--- src/rtl/bsg_corner_turn.sv ---
// bsg_corner_turn: sequential matrix transpose; accepts els_p rows of width_p elements, then emits width_p columns
module bsg_corner_turn #(
    parameter int width_p      = 3,
    parameter int els_p        = 4,
    parameter int type_width_p = 1
) (
    input  logic                            clk_i,
    input  logic                            reset_i,
    input  logic                            v_i,
    input  logic [width_p*type_width_p-1:0] data_i,
    output logic                            ready_and_o,
    output logic                            v_o,
    output logic [els_p*type_width_p-1:0]   data_o,
    output logic                            last_o,
    input  logic                            yumi_i
);
    localparam int rw = (els_p > 1) ? $clog2(els_p) : 1;
    localparam int cw = (width_p > 1) ? $clog2(width_p) : 1;

    typedef enum logic {s_fill, s_drain} state_t;

    state_t                  state, state_n;
    logic [rw-1:0]           row_cnt, row_n;
    logic [cw-1:0]           col_cnt, col_n;
    logic [type_width_p-1:0] mem [els_p][width_p];
    logic                    row_last, col_last;

    assign row_last    = row_cnt == rw'(els_p - 1);
    assign col_last    = col_cnt == cw'(width_p - 1);
    assign ready_and_o = state == s_fill;
    assign v_o         = state == s_drain;
    assign last_o      = v_o && col_last;

    always_comb begin
        state_n = state;
        row_n   = row_cnt;
        col_n   = col_cnt;
        if (ready_and_o && v_i) begin
            row_n   = row_last ? '0 : row_cnt + 1'b1;
            state_n = row_last ? s_drain : s_fill;
        end
        if (v_o && yumi_i) begin
            col_n   = col_last ? '0 : col_cnt + 1'b1;
            state_n = col_last ? s_fill : s_drain;
        end
    end

    always_ff @(posedge clk_i) begin
        if (reset_i) begin
            state   <= s_fill;
            row_cnt <= '0;
            col_cnt <= '0;
        end else begin
            state   <= state_n;
            row_cnt <= row_n;
            col_cnt <= col_n;
        end
    end

    // storage is deliberately unreset; a matrix is only read after being fully written
    always_ff @(posedge clk_i) begin
        if (ready_and_o && v_i)
            for (int y = 0; y < width_p; y++)
                mem[row_cnt][y] <= data_i[y*type_width_p +: type_width_p];
    end

    always_comb begin
        data_o = '0;
        for (int x = 0; x < els_p; x++)
            data_o[x*type_width_p +: type_width_p] = mem[x][col_cnt];
    end
endmodule

--- config.mk ---
export PLATFORM = sky130hd
export DESIGN_NAME = bsg_corner_turn
export DESIGN_NICKNAME = d
export VERILOG_FILES = /design/src/rtl/bsg_corner_turn.sv
export SDC_FILE = /design/constraint.sdc
export NUM_CORES = 1
export LEC_CHECK = 0
export ABC_AREA = 1
export CAP_MARGIN = 15
export CORE_MARGIN = 1.5
export CORE_UTILIZATION = 49
export DETAILED_ROUTE_END_ITERATION = 10
export PLACE_DENSITY = 0.8
export SYNTH_ARGS = -nofsm -noshare
export SYNTH_HDL_FRONTEND = slang
export SYNTH_SLANG_ARGS = --single-unit
--- constraint.sdc ---
create_clock -name clk_i -period 1.5 [get_ports clk_i]
set_clock_uncertainty 0.05 [all_clocks]
set_input_delay 0.15 -clock clk_i [delete_from_list [all_inputs] [get_ports clk_i]]
set_output_delay 0.15 -clock clk_i [all_outputs]
set_load 0.005 [all_outputs]
# Yosys cells after proc, flatten, opt, wreduce, memory -nomap -nowiden
# Memories as Yosys holds them, arrays and structs flattened.
# Index checks and enable logic that the tools add are counted.
# Widths: inputs -> output; s select.
[word_totals]
register_bits = 5
ram_bits = 12
in_bits = 7
out_inout_bits = 7
word_cells = 35
mem_count = 1
[mem_list]
columns = ["memory", "words", "width", "read_ports", "rd_ports_with_merged_regs", "write_ports", "line", "text"]
rows = [
  ["mem", 4, 3, 4, 0, 1, "25", "logic [type_width_p-1:0] mem [els_p][width_p];"],
]
[classes]
add_sub_neg = 2
magnitude_cmp = 1
n_eq_ne = 2
mux = 20
bitwise = 2
n_reduce_logical = 4
[ops]
columns = ["op", "count"]
rows = [
  ["$mux 1", 14],
  ["$bmux 1 s2", 4],
  ["$add 2x1->2 const B", 2],
  ["$eq 2x2->1 const B", 2],
  ["$mux 2", 2],
  ["$ge 3x3->1 const B", 1],
  ["$logic_and 1x1->1", 3],
  ["$not 2->3", 1],
  ["$reduce_bool 2->1", 1],
  ["$not 1->1", 1],
]

# Depth between registers and ports, before layout
[logic_depth]
depth_word = 4
mapped_depth = 5
mapped_depth_nobuf = 5

# Worst setup path before layout
# No wires, ideal clock.
[synth_path]
path_kind = "register to register"
startpoint = "reg row_cnt[0]"
endpoint = "mem mem[2][0] (netlist name) (enable)"
setup_ns = 0.319
arrival_time_ns = 0.752
required_time_ns = 1.131
path_slack_ns = 0.379
stages_incl_launch_ff = 5
path_buffers = 0
synth_period_minus_slack_ns = 1.121
path_cell_list = "dfxtp_1 inv_1 ha_1 inv_1 nor2_1"
[synth_rtl]
columns = ["element", "line", "text"]
rows = [
  ["start, declared", "23", "logic [rw-1:0] row_cnt, row_n;"],
  ["start signal, assigned", "55", "row_cnt <= row_n;"],
  ["end, declared", "25", ""],
]
# Straight into the memory's write port.

# Worst setup path after layout
[layout_path]
startpoint = "reg state, in the netlist v_o"
endpoint = "out ready_and_o"
[layout_between]
elab_chain_len = 1
[layout_rtl]
columns = ["element", "line", "text"]
rows = [
  ["start, declared", "22", "state_t state, state_n;"],
  ["start signal, assigned", "50", "state <= s_fill;"],
  ["start signal, assigned", "54", "state <= state_n;"],
  ["$not 1->1", "30", "assign ready_and_o = state == s_fill;"],
  ["end, declared", "11", "output logic ready_and_o,"],
]
# No other way between the ends.

==> impl_metrics.toml <==
[routing]
route.detailed.wl_per_inst_um = 12.68
detail_route.iter0.violations = 10
overall_routed_net_length_um = 1433
drt_first_pass_iters = 4
route.detailed.drc = 0
dr_total_vias = 564
route.antenna.remaining_nets = 0
avgViaCountPerCell = 4.991

[global_routing]
antenna_violations_before_repair = 0
grt_pass1_wl_um = 2235
grt_pass1_vias = 521
global_route.overflow_total = 0
grt_usage_pct = 17.35
grt_max_degree = 10

[pwr]
power.static_leakage_nw = 0.4563
power_frac_comb_pct = 9.1
power.net_switching_w = 0.0001849
power.density_nw_per_um2 = 843.5
power.switching_fraction_pct = 21.89
vdd_ir_drop_max_v = 0.0004081
clockPowerShare_pct = 28.5
part_of_the_power_in_registers_pct = 62.4
int_power_w = 0.0006595

[synth]
postSynthCellCount = 77
ys_types = 12
ys_seq_area_share_pct = 61.44
yosysWarningCount = 0
syn_area_um2 = 749.5
netlist.area_leader.share_pct = 48.08
synth_area_leaders = "sky130_fd_sc_hd__edfxtp_1 (48%), sky130_fd_sc_hd__dfxtp_1 (13%), sky130_fd_sc_hd__nand2_1 (11%)"
post_synth.cell_area_avg_um2 = 9.733
synth.ff_latch_count = 17
synthDominantAreaCellType = "sky130_fd_sc_hd__edfxtp_1"
synthesis.nets = 88

[sta]
rsz_0062_raised_after_global_routing = "no"
setup_viol_count_final = 0
finalHoldViolations = 0
worst-slew-pin-transition_ns = 0.3177
finalMaxSlewViolations = 0
fin_crit_ns = 1.465
slew-limit-headroom_pct = 78.74
final.period_utilization_pct = 97.64
fmax_mhz = 682.8
final_worst_slack_ns = 0.03539

[critical_path]
worst_path_largest_cell_delay_ns = 0.51
cp_max_fo = 5
crit_type = "reg2out"
timing.critical_path.to_type = "primary output"
timing.critical_path.cells = "inv_1, clkdlybuf4s50_1"
worst_path_max_delay_cell = "sky130_fd_sc_hd__clkdlybuf4s50_1"
critical_path_buf_inv_count = 2
worst_path_dominant_cell_family = "buffers and inverters"
cp.arrival_ns = 1.26
start_kind = "flop"
worstPathRequired_ns = 1.30

[clock_network]
cts_hold_buffers = 0
cts_max_path_buffers = 2
clk_pin_slew_worst_paths_ns = 0.10
htree_num_levels = 1
worst_skew_pair.late_latency_ns = 0.29
clock_sinks = 17
clk_root_buffer_cell = "sky130_fd_sc_hd__clkbuf_4"
tritoncts = "done"
cts_made_buffers = 3

[final_layout]
area_growth_syn_to_layout_pct = 33.56
design.final.nets = 110
n_antenna_cell = 0
area.sequential_um2 = 469.2
finalNonFillerCells = 113
multiInputGateArea_um2 = 257.7
drive_gt1_share_pct = 18.37
fillers = 101

[die]
chipHeight_um = 42.11
start_util_pct = 54.85
num_rows = 13
core_region_area_um2 = 1366
floorplan.die.width_um = 42.11
io-pin-count = 14
area_of_the_die_um2 = 1773

[status]
status = "completed"

[run]
max_cap_viol_count = 0

[min_path]
holdCritPathClass = "in2reg"

[place]
place.gp.congestion = 0.6858
place.port_buffers = 13
post-place-cells = 105
hpwl_um = 971.7
detailedPlace.worstSlack_ns = -0.002925
[per-stage QoR]
stage | total power [W] | utilization (%) | setup TNS, ns | cell area (µm²) | hold slack [ns]
floorplan | 0.0005748 | - | 0 | 749.5 | 0.1691
global placement | 0.0006128 | 65.75 | 0 | 898.4 | 0.4443
detailed placement | 0.0006164 | 65.75 | -0.002925 | 898.4 | 0.4533
CTS | 0.0008444 | 69.05 | -0.8325 | 943.4 | 0.4410
global route | 0.0008714 | 73.26 | 0 | 1001 | 0.4647
finish | 0.0008443 | 73.26 | 0 | 1001 | 0.4439
[sequential cells by signal, indices dropped and copies added (netlist names)]
| register | cells |
|---|---|
| row_cnt | 2 |
| col_cnt | 2 |
| v_o | 1 |
| mem | 12 |
[worst register-to-register path, delay by kind of cell (launching register included)]
kind / cells / cell delay (ns)
fa+ha+maj: 1 / 0.16
buf+inv: 2 / 0.15
flops: 1 / 0.34
simple gates: 1 / 0.27
[layout by cell type, fill, tap and decap left out, drive strengths merged]
| cell | n |
|---|---|
| dlymetal6s2s | 4 |
| a21o | 1 |
| clkbuf | 4 |
| ha | 4 |
| nor2 | 10 |
| buf | 5 |
| nand3 | 6 |
| nand2 | 22 |
| clkdlybuf4s50 | 8 |
| dfxtp | 5 |
| a21oi | 4 |
| inv | 13 |
| edfxtp | 12 |
[repair_timing]
| item | 4_1_cts | 5_1_grt |
|---|---|---|
| resized for setup | 8 | 12 |
| pin swaps | 0 | 2 |
| setup endpoints to repair | 5 | 6 |
| setup buffers | 1 | 4 |
[cells in the mapped netlist (all sizes together)]
cell	number
nand2	22
inv	13
edfxtp	12
nor2	10
nand3	6
dfxtp	5
a21oi	4
ha	4
a21o	1
[cell families after synthesis]
logic type | share of synthesized area, %
AND/OR/NAND/NOR | 21.70
flip-flops | 61.44
buffers and inverters | 6.511
AO/OA/AOI/OAI | 3.673
adder cells (fa/ha/maj) | 6.678
[worst paths after layout]
check | startpoint | endpoint | slack, ns | depth (start not counted)
worst min-delay path | reset_i | col_cnt[1] | 0.44 | 2
worst max-delay path | v_o | ready_and_o | 0.04 | 2
worst min register to register | row_cnt[1] | row_cnt[1] | 0.47 | 2
worst max register to register | row_cnt[0] | mem[2][0] | 0.23 | 4
[area by class of cell]
| type | count | area share, % |
|---|---|---|
| well taps | 15 | 1.875 |
| multi-input cells | 47 | 25.75 |
| clock buffers | 4 | 2.625 |
| repair buffers | 17 | 17.75 |
| inverters | 13 | 5.125 |
| flip-flops and latches | 17 | 46.87 |
[power groups by stage]
stage               combinational, W  clock (W)  sequential (W)
floorplan                  0.0000365          0        0.000538
detailed placement         0.0000762          0        0.000540
CTS                        0.0000764   0.000242        0.000526
global placement           0.0000734          0        0.000539
finish                     0.0000769   0.000241        0.000527
global route               0.0000868   0.000256        0.000529
[metal layers]
layer  track usage (%)  share of wire [%]
met1             19.50                 42
met2             28.75                 52
met3             3.879                3.6
met4             12.50                2.2
met5                 0                  0
Note: power is estimated with default switching activity, not from simulation.
